`config.mk`:
```
export PLATFORM = sky130hd
export DESIGN_NAME = queue_burst_sched
export DESIGN_NICKNAME = d
export VERILOG_FILES = /design/src/rtl/queue_burst_sched.sv
export SDC_FILE = /design/constraint.sdc
export NUM_CORES = 1
export LEC_CHECK = 0
export BUFFER_PORTS_ARGS = -buffer_cell sky130_fd_sc_hd__buf_2
export CELL_PAD_IN_SITES_DETAIL_PLACEMENT = 1
export CELL_PAD_IN_SITES_GLOBAL_PLACEMENT = 1
export CORE_MARGIN = 4
export CORE_UTILIZATION = 45
export DETAILED_ROUTE_END_ITERATION = 7
export MAX_ROUTING_LAYER = met4
export PLACE_DENSITY = 0.89
export SLEW_MARGIN = 20
export SYNTH_ARGS = -nofsm -noshare
export SYNTH_HDL_FRONTEND = slang
export SYNTH_SLANG_ARGS = --single-unit
```
`constraint.sdc`:
```
create_clock -name clk -period 3 [get_ports clk]
set_clock_uncertainty 0.15 [all_clocks]
set_input_delay 0.45 -clock clk [delete_from_list [all_inputs] [get_ports clk]]
set_output_delay 0.45 -clock clk [all_outputs]
set_load 0.1 [all_outputs]
```
`src/rtl/queue_burst_sched.sv`:
```
// Burst scheduler sharing one FIR MAC datapath between two circular sample queues.
// Optional build macro SCHED_FIXED_PRI_EN: on a tie queue 1 always wins instead of round robin.
module queue_burst_sched #(
  parameter int BURST_LEN = 1021,
  parameter int RD_LAT    = 1,
  parameter int CNT_W     = 11
) (
  input  logic       clk,
  input  logic       rst_n,
  input  logic [1:0] req,
  output logic [1:0] gnt,
  output logic [1:0] seq,
  output logic       mac_en,
  output logic       mac_first,
  output logic       done,
  output logic       done_id,
  output logic       busy,
  output logic [1:0] ovr
);

  typedef enum logic [1:0] {IDLE, BURST, DRAIN, DONE} state_t;

  localparam logic [CNT_W-1:0] BURST_LAST = CNT_W'(BURST_LEN - 1);
  localparam logic [CNT_W-1:0] DRAIN_LAST = CNT_W'(RD_LAT - 1);

  state_t             state_q, state_d;
  logic [CNT_W-1:0]   cnt_q, cnt_d;
  logic               id_q, id_d;
  logic               last_id_q, last_id_d;
  logic [1:0]         pend_q, pend_d;
  logic [1:0]         ovr_q, ovr_d;
  logic [1:0]         gnt_q, gnt_d;
  logic [1:0]         seq_q, seq_d;
  logic               done_q, done_d;
  logic               done_id_q, done_id_d;
  logic               busy_q, busy_d;
  logic [RD_LAT-1:0]  en_pipe_q, en_pipe_d;
  logic [RD_LAT-1:0]  first_pipe_q, first_pipe_d;

  logic               grant;
  logic               sel_id;
  logic [1:0]         pend_eff;

  always_comb begin
    state_d   = state_q;
    cnt_d     = cnt_q;
    id_d      = id_q;
    last_id_d = last_id_q;
    grant     = 1'b0;
    sel_id    = 1'b0;
    // A request arriving in the arbitration cycle itself is eligible immediately.
    pend_eff  = pend_q | req;

    unique case (state_q)
      IDLE: begin
        if (pend_eff != 2'b00) begin
          grant = 1'b1;
          case (pend_eff)
            2'b01:   sel_id = 1'b0;
            2'b10:   sel_id = 1'b1;
`ifdef SCHED_FIXED_PRI_EN
            default: sel_id = 1'b1;
`else
            default: sel_id = ~last_id_q;
`endif
          endcase
          state_d   = BURST;
          id_d      = sel_id;
          last_id_d = sel_id;
          cnt_d     = '0;
        end
      end
      BURST: begin
        if (cnt_q == BURST_LAST) begin
          state_d = DRAIN;
          cnt_d   = '0;
        end else begin
          cnt_d = cnt_q + CNT_W'(1);
        end
      end
      DRAIN: begin
        // The counter is reused to wait out the RAM read latency.
        if (cnt_q == DRAIN_LAST) begin
          state_d = DONE;
          cnt_d   = '0;
        end else begin
          cnt_d = cnt_q + CNT_W'(1);
        end
      end
      DONE:    state_d = IDLE;
      default: state_d = IDLE;
    endcase

    pend_d = pend_q;
    ovr_d  = ovr_q;
    for (int i = 0; i < 2; i++) begin
      if (grant && (int'(sel_id) == i)) begin
        // A fresh request on top of the one being granted stays queued.
        pend_d[i] = pend_q[i] & req[i];
      end else begin
        if (req[i] && pend_q[i]) ovr_d[i] = 1'b1;
        pend_d[i] = pend_q[i] | req[i];
      end
    end

    gnt_d     = grant ? {sel_id, ~sel_id} : 2'b00;
    seq_d     = (state_d == BURST) ? {id_d, ~id_d} : 2'b00;
    done_d    = (state_d == DONE);
    done_id_d = (state_d == DONE) & id_q;
    busy_d    = (state_d != IDLE);

    en_pipe_d       = en_pipe_q;
    first_pipe_d    = first_pipe_q;
    en_pipe_d[0]    = |seq_q;
    first_pipe_d[0] = |gnt_q;
    for (int k = 1; k < RD_LAT; k++) begin
      en_pipe_d[k]    = en_pipe_q[k-1];
      first_pipe_d[k] = first_pipe_q[k-1];
    end
  end

  always_ff @(posedge clk or negedge rst_n) begin
    if (!rst_n) begin
      state_q      <= IDLE;
      cnt_q        <= '0;
      id_q         <= 1'b0;
      last_id_q    <= 1'b1;
      pend_q       <= 2'b00;
      ovr_q        <= 2'b00;
      gnt_q        <= 2'b00;
      seq_q        <= 2'b00;
      done_q       <= 1'b0;
      done_id_q    <= 1'b0;
      busy_q       <= 1'b0;
      en_pipe_q    <= '0;
      first_pipe_q <= '0;
    end else begin
      state_q      <= state_d;
      cnt_q        <= cnt_d;
      id_q         <= id_d;
      last_id_q    <= last_id_d;
      pend_q       <= pend_d;
      ovr_q        <= ovr_d;
      gnt_q        <= gnt_d;
      seq_q        <= seq_d;
      done_q       <= done_d;
      done_id_q    <= done_id_d;
      busy_q       <= busy_d;
      en_pipe_q    <= en_pipe_d;
      first_pipe_q <= first_pipe_d;
    end
  end

  assign gnt       = gnt_q;
  assign seq       = seq_q;
  assign mac_en    = en_pipe_q[RD_LAT-1];
  assign mac_first = first_pipe_q[RD_LAT-1];
  assign done      = done_q;
  assign done_id   = done_id_q;
  assign busy      = busy_q;
  assign ovr       = ovr_q;

endmodule

```
=== After elaboration in Yosys (flattened, before gate mapping) ===
Cells that the tools add are included.

* Bits in registers: 28
* Input port bits: 4
* Output and inout port bits: 11
* Word-level logic and storage cells: 70

* Add/sub/neg operators: 1
* Equality and inequality tests: 9
* Mux-type cells: 19
* Bitwise gates (word level): 12
* Reductions and logical operators: 15

{| class="wikitable"
|+ Operators by type and width
! operator !! count
|-
| two-way mux 11 bit || 3
|-
| case mux 11 bit (3 select lines) || 1
|-
| adder 11 x 1 -> 11 bit, second input constant || 1
|-
| equality test 11 x 10 -> 1 bit, second input constant || 1
|-
| zero test 11 bit || 1
|-
| two-way mux 2 bit || 5
|-
| equality test 2 bit, second input constant || 4
|-
| two-way mux 1 bit || 8
|-
| case mux 2 bit (4 select lines) || 1
|-
| AND reduction 2 bit || 4
|-
| equality test 2 x 1 -> 1 bit, second input constant || 3
|-
| inverter 1 bit || 6
|-
| logical AND 1 bit || 4
|-
| nonzero test 2 bit || 2
|-
| OR reduction 2 bit || 2
|-
| bitwise AND 1 bit || 3
|-
| nonzero test 3 bit || 1
|-
| zero test 2 bit || 1
|-
| != test 2 bit, second input constant || 1
|-
| OR 1 bit || 2
|-
| OR 2 bit || 1
|-
| case mux 1 bit (2 select lines) || 1
|}

=== Depth between registers and ports, before layout ===
Gate-level depths: netlist of run 1.

* Word-level depth: 9
* Mapped depth: 8
* Gate-level depth less buffers: 8

=== Least setup slack after synthesis of run 1 ===
No wires, ideal clock.

* Path kind: input to register
* Start: input port req[1]
* End: register pend_q[0]
* Library setup time: 131 ps
* Arrival: 1884 ps
* Required time: 2719 ps
* Setup slack: 834 ps
* Cell stages on the path: 6
* Path buffers: 0
* Cells stage by stage: or2_2 ha_1 nor2b_1 o21ai_1 nand2_1 maj3_1

* Cells in the longest elaborated chain, start to end: 8
* Elaborated cells between the ends (all ways): 12
* Classes of those cells: eq/ne: 2; mux: 6; bitwise: 2; reduce/logical: 2

{| class="wikitable"
|+ RTL lines
! element !! RTL line !! source
|-
| start: declaration || 10 || <nowiki>input logic [1:0] req,</nowiki>
|-
| OR 2 bit * || 52 || <nowiki>pend_eff = pend_q | req;</nowiki>
|-
| equality test 2 bit or equality test 2 x 1 -> 1 bit (tied branches) || 58 || <nowiki>case (pend_eff)</nowiki>
|-
| case mux 1 bit (2 select lines) || 58 ||
|-
| two-way mux 1 bit || 56 || <nowiki>if (pend_eff != 2'b00) begin</nowiki>
|-
| two-way mux 1 bit || 54 || <nowiki>unique case (state_q)</nowiki>
|-
| inverter 1 bit || 97 || <nowiki>if (grant && (int'(sel_id) == i)) begin</nowiki>
|-
| logical AND 1 bit * || 97 ||
|-
| two-way mux 1 bit * || 97 ||
|-
| net pend_d[0] || 30 || <nowiki>logic [1:0] pend_q, pend_d;</nowiki>
|-
| end signal: assignment || 142 || <nowiki>pend_q <= pend_d;</nowiki>
|-
| end: declaration || 30 ||
|}

The timed path passes the listed nets; every way through them passes the cells marked *.
A chain may end at the register's enable or synchronous reset.

=== Worst setup path in the final report of run 1 ===
* Start: register pend_q[1]
* End: register pend_q[0]

* Cells in the longest elaborated chain, start to end: 8
* Elaborated cells between the ends (all ways): 12
* Classes of those cells: eq/ne: 2; mux: 6; bitwise: 2; reduce/logical: 2

{| class="wikitable"
|+ RTL lines
! element !! RTL line
|-
| OR 2 bit * || 52
|-
| equality test 2 bit or equality test 2 x 1 -> 1 bit (tied branches) || 58
|-
| case mux 1 bit (2 select lines) || 58
|-
| two-way mux 1 bit || 56
|-
| two-way mux 1 bit || 54
|-
| inverter 1 bit || 97
|-
| logical AND 1 bit * || 97
|-
| two-way mux 1 bit * || 97
|-
| net pend_d[0] || 30
|}

Marked as above.

==> metrics.txt, run 1 <==
CP bufs+invs=1; Via density=roughly 5.4; delay-heaviest family, CP=simple AND/OR/NAND/NOR gates; max incr delay on CP=~0.43 ns; commonest non-fill, non-tap cell in the layout=dfrtp_1; vias in the first global route=1192; crit start category=flop; fmax=441 MHz; P&R area growth vs syn=12.8%; Rows=20; fraction of layout cells with a size suffix above 1=around 23%; status=completed; initial antenna violation count=0; Tmin final=between 2 and 2.5 ns; Nets=173; Post-CTS Setup Inserts=0; setup tns final=0 ns; DR DRC count=0; final hold vios=0; min-delay worst type=in2reg; Max clock buf depth=2; Tot GR Track Use=between 10% and 20%; Pre-antenna DRT Iters=5; Met3 Wirelength=about 80 µm; Ports=15; Max stage delay cell, worst path=dfrtp_1; largest net degree at the start of global routing=29; DIE HEIGHT=64.7 µm; vias post-DR=between 1000 and 1500; Slew @ Worst Pin=0.609 ns; critical path type=reg2reg; CTS tree=done; max cap viols=0; Final setup viols=0; Starting DRT DRC Count=38; wl on met1=between 1000 and 1500 µm; clk_lat worst skew=between 0.3 and 0.4 ns; Setup crit end kind=flop; sequential fraction of the synthesis area=about half; Mapped Nets=between 150 and 200; HPWL Detailed=about 2400 µm; average cell area after synthesis=10.3 µm²; mapped cell area=1450 µm²; Power per Cell Area=between 900 and 1000 nW/µm²; CTS buffer count=3; # hold bufs at CTS=1; RSZ-0062 raised after global routing=no; placer congestion estimate=around 0.85; leading post-synthesis cells by cell area=dfrtp_1 (47%), ha_1 (8.6%), inv_1 (3.4%); Core Area=roughly 3000 µm²; top_reg_cell synth=dfrtp_1; critical path arrival=roughly 2.3 ns; WL met2=between 1500 and 2000 µm; highest routed layer=met4; clk sink count=28; Post-Syn Instances=140; Pleak=between 0.0007 and 0.0008 µW; Final ANT Viol Nets=0; Crit Path Max Fanout=6; CP Data Required Time=3.07 ns; WL per Instance=around 15 µm; port bufs=14; Slew headroom=59.4%; VDD IR-drop max=approximately 0.44 mV; total grt overflow=0; Post-synth EDFFs=0; antenna cell count=0; Die ar.=roughly 4200 µm²; Warnings, synthesis=0; Period Utilization, post-route=between 70% and 80%; H-tree depth=1; Die X=64.7 µm; initial core utilization=47.1%; FF+latch count, synth=28; Post-synth ARST share=100%; crit path cell chain=or2_2 > inv_1 > ha_1 > and2b_1 > o21ai_1 > nand2_1 > maj3_1; most frequent cells in the layout=dfrtp_1 (27), buf_2 (14), inv_1 (13); CTS root buffer=clkbuf_4; Clock Pin Slew Worst Setup and Hold Paths=~0.16 ns; Yosys top cell by area=dfrtp_1; post-cts gate resize count=0; library cells used by synthesis=43; Slew Viols, Final=0; total chip power=1540 µW; Routed WL=~3100 µm; Yosys top cell area share=between 40% and 50%; global-route wire length before repair=5460 µm
## metal layers
metal,up-vias,track usage (%)
met5,-,-
met4,0,4.49
met3,4,2.60
met2,17,29.5
met1,540,21.3
li1,524,-
## cells in the mapped netlist (all sizes together) (2+ instances only)
library cell and instances:
nor4 4, nand4 3, a21oi 6, and2 2, a41oi 2, or3 3, or2 4, ha 10
inv 15, nand3 4, a31o 2, buf 2, dfrtp 27, xnor2 3, nor2 8, xor2 2
maj3 2, nor2b 4, nor3 5, nand2 11, o21ai 8
## per-stage QoR
step	std cells	worst slack, ns	hold WS (ns)	util (%)	instance area, µm²
2_1_floorplan	140	0.834	0.00441	-	1450
3_3_place_gp	197	0.664	0.282	51.1	1570
3_5_place_dp	197	0.547	0.299	51.1	1570
4_1_cts	202	0.734	0.224	53.1	1630
5_1_grt	202	0.591	0.226	53.1	1630
6_report	202	0.734	0.234	53.1	1630
## cell type report
type	instances	area [µm²]
Fill cell	358	1440
Sequential cell	28	702
Multi-Input combinational cell	95	681
Timing Repair Buffer	16	87.6
Inverter	15	56.3
Tap cell	44	55.1
Clock inverter	1	30.0
Clock buffer	3	22.5
## state kept, by name, summed over array words and instances (netlist names), 2 cells and up
register  count
seq           2
ovr           2
pend_q        2
cnt_q        11
gnt           2
state_q       2
## worst register-to-register path, stage by stage, from the launching register on
cell     delay, ns
dfrtp_1       0.43
or2_2         0.30
inv_1         0.07
ha_1          0.23
and2b_1       0.23
o21ai_1       0.22
nand2_1       0.17
maj3_1        0.37
## power by group
part	internal [µW]	leakage, µW	total (µW)	switching, µW
logic	180	0.000367	764	584
clock network	135	0.0000279	246	111
registers	472	0.000352	525	53.5
total	787	0.000748	1540	749
## worst paths after layout
kind	start	end	slack, ns	depth (start not counted)
hold reg to reg	gnt[1]	mac_first	0.33	1
setup reg to reg	pend_q[1]	pend_q[0]	0.73	7
hold / removal	req[1]	ovr[1]	0.23	2
min in group asynchronous	rst_n	cnt_q[9]	0.49	2
setup / recovery	pend_q[1]	pend_q[0]	0.73	7
max in group asynchronous	rst_n	pend_q[1]	1.80	2
## logic make-up (layout without fill, tap and decap cells)
logic type	Yosys count	in the layout	synth area share [%]
simple gates	52	52	20.8
xor+xnor	5	5	3.02
flops	28	28	48.4
fa+ha+maj	12	12	10.0
buf+inv	17	35	4.58
compound gates	26	26	13.1
Power figures use the tool's default switching activity.
==> run 2, diff against run 1 <==
CORE_UTILIZATION = 41   (was 45)
PLACE_DENSITY = 0.86   (was 0.89)
clock period = 1.9 ns   (was 3 ns; I/O delays follow)
==> run 2 against run 1 <==
Compared with the run above:
- the flow now finishes with violations (setup timing)
- sequential power up 58%
- critical path depth unchanged
- count of clock-buffer cells in the layout unchanged
- combinational power up 130%
- core utilization up 7.3 points
- design area up 24%
- global-route usage up 4.2 points
- largest power group unchanged
- sequential share of layout area down 8.4 points
- first-iteration DRC count up 29%
- setup slack worse by 0.77 ns
==> metrics.txt, run 2 (synthesis results as in run 1) <==
Rows=21; r2r worst-path depth=7; Layout fillers=383; critical path arrival=a little over 2 ns; Via density=5.41; DP Area=~1700 µm²; Setup crit end kind=flop; most frequent cells in the layout=dfrtp_1 (27), buf_4 (21), buf_2 (14); vias in the first global route=approximately 1400; total chip power=3010 µW; Slew headroom=approximately 58%; r2r endpoint=pend_q[0]; Final setup viols=6; Nets=around 200; CP Capture Point=pend_q[0]; CP Data Required Time=about 2.0 ns; min-delay worst type=in2reg; initial antenna violation count=0; Routed WL=4460 µm; initial core utilization=a little over two fifths; Slew Viols, Final=0; Ports=15; CTS root buffer=clkbuf_4; max cap viols=0; WL per Instance=between 15 and 20 µm; Pre-antenna DRT Iters=4; H-tree depth=1; Max clock buf depth=2; Core Area=between 3000 and 4000 µm²; placer congestion estimate=around 0.82; fin cells=~230; Crit Path Max Fanout=4; Final ANT Viol Nets=0; setup tns final=-0.0928 ns; status=finished with violations; Reg with most FFs=cnt_q; largest net degree at the start of global routing=29; Starting DRT DRC Count=just under 50; HPWL Detailed=2880 µm; fmax=517 MHz; Clock Pin Slew Worst Setup and Hold Paths=0.16 ns; Hold WS=roughly 0.15 ns; Tmin final=1.93 ns; CTS tree=done; FF-to-FF setup slack=-0.03 ns; fraction of layout cells with a size suffix above 1=slightly above 50%; crit start category=flop; Tot GR Track Use=21.4%; global-route wire length before repair=about 7000 µm; port bufs=14; DIE HEIGHT=slightly below 70 µm; total grt overflow=0; VDD IR-drop max=approximately 0.98 mV; Pleak=~0.00090 µW; CTS buffer count=3; clk sink count=28; Die X=about 67 µm; max reg flops=11; DR DRC count=0; Power per Cell Area=around 1500 nW/µm²; Slew @ Worst Pin=around 0.63 ns; Die ar.=about 4500 µm²; Final Instance Area=about 2000 µm²; critical path type=reg2reg; DP Cell Count=roughly 220; Hold Crit Depth=3; Reg2Reg Launch Point=pend_q[1]; RSZ-0062 raised after global routing=yes; commonest non-fill, non-tap cell in the layout=dfrtp_1; antenna cell count=0; Worst Setup SP=pend_q[1]; clk_lat worst skew=0.33 ns; failing checks=setup timing; hold_sp=req[1]; vias post-DR=1239; final hold vios=0; P&R area growth vs syn=40.2%; setup ws final=-0.0347 ns; Period Utilization, post-route=102%
## run 2: through the flow
| step | setup WS [ns] | utilization, % |
|---|---|---|
| 6_report | -0.0347 | 60.4 |
| 5_1_grt | -0.134 | 60.4 |
| 4_1_cts | -0.0127 | 56.0 |
| 3_5_place_dp | -0.107 | 51.5 |
| 3_3_place_gp | -0.0222 | 51.5 |
| 2_1_floorplan | -0.00788 | - |
## run 2: worst min-delay path by stage
| stage | endpoint |
|---|---|
| 2_1_floorplan | busy |
| 3_3_place_gp | cnt_q[4] |
| 3_5_place_dp | cnt_q[3] |
| 4_1_cts | ovr[0] |
| 5_1_grt | ovr[1] |
| 6_report | ovr[1] |
## run 2: final cells by class
type | count | area [µm²] | share of cell area [%]
Clock buffer | 3 | 22.5 | 1.11
Clock inverter | 1 | 30.0 | 1.48
Inverter | 15 | 58.8 | 2.90
Multi-Input combinational cell | 95 | 866 | 42.6
Sequential cell | 28 | 702 | 34.6
Tap cell | 46 | 57.6 | 2.83
Timing Repair Buffer | 41 | 294 | 14.5
## run 2: layer usage
| metal | routed length (µm) | track usage, % |
|---|---|---|
| met5 | 0 | - |
| met4 | 123 | 6.33 |
| met3 | 104 | 3.49 |
| met2 | 2390 | 39.1 |
| met1 | 1840 | 23.9 |
## run 2: timing repair
item,CTS,global route
endpoints found under the setup margin,10,19
endpoints found under the hold margin,27,0
pin swaps,5,14
hold buffers,1,0
cloned,0,0
setup buffers,4,6
resized for setup,13,28
## run 2: critical path: stages (launching register included)
cell and delay, ns:
dfrtp_1 0.41, or2_4 0.28, inv_4 0.07, ha_4 0.15
and2b_2 0.27, o21ai_4 0.11, nand2_2 0.10, maj3_2 0.30
## run 2: report_power, final
group          switching, µW  internal, µW
combinational           1160           623
clock                    187           214
sequential              81.0           746
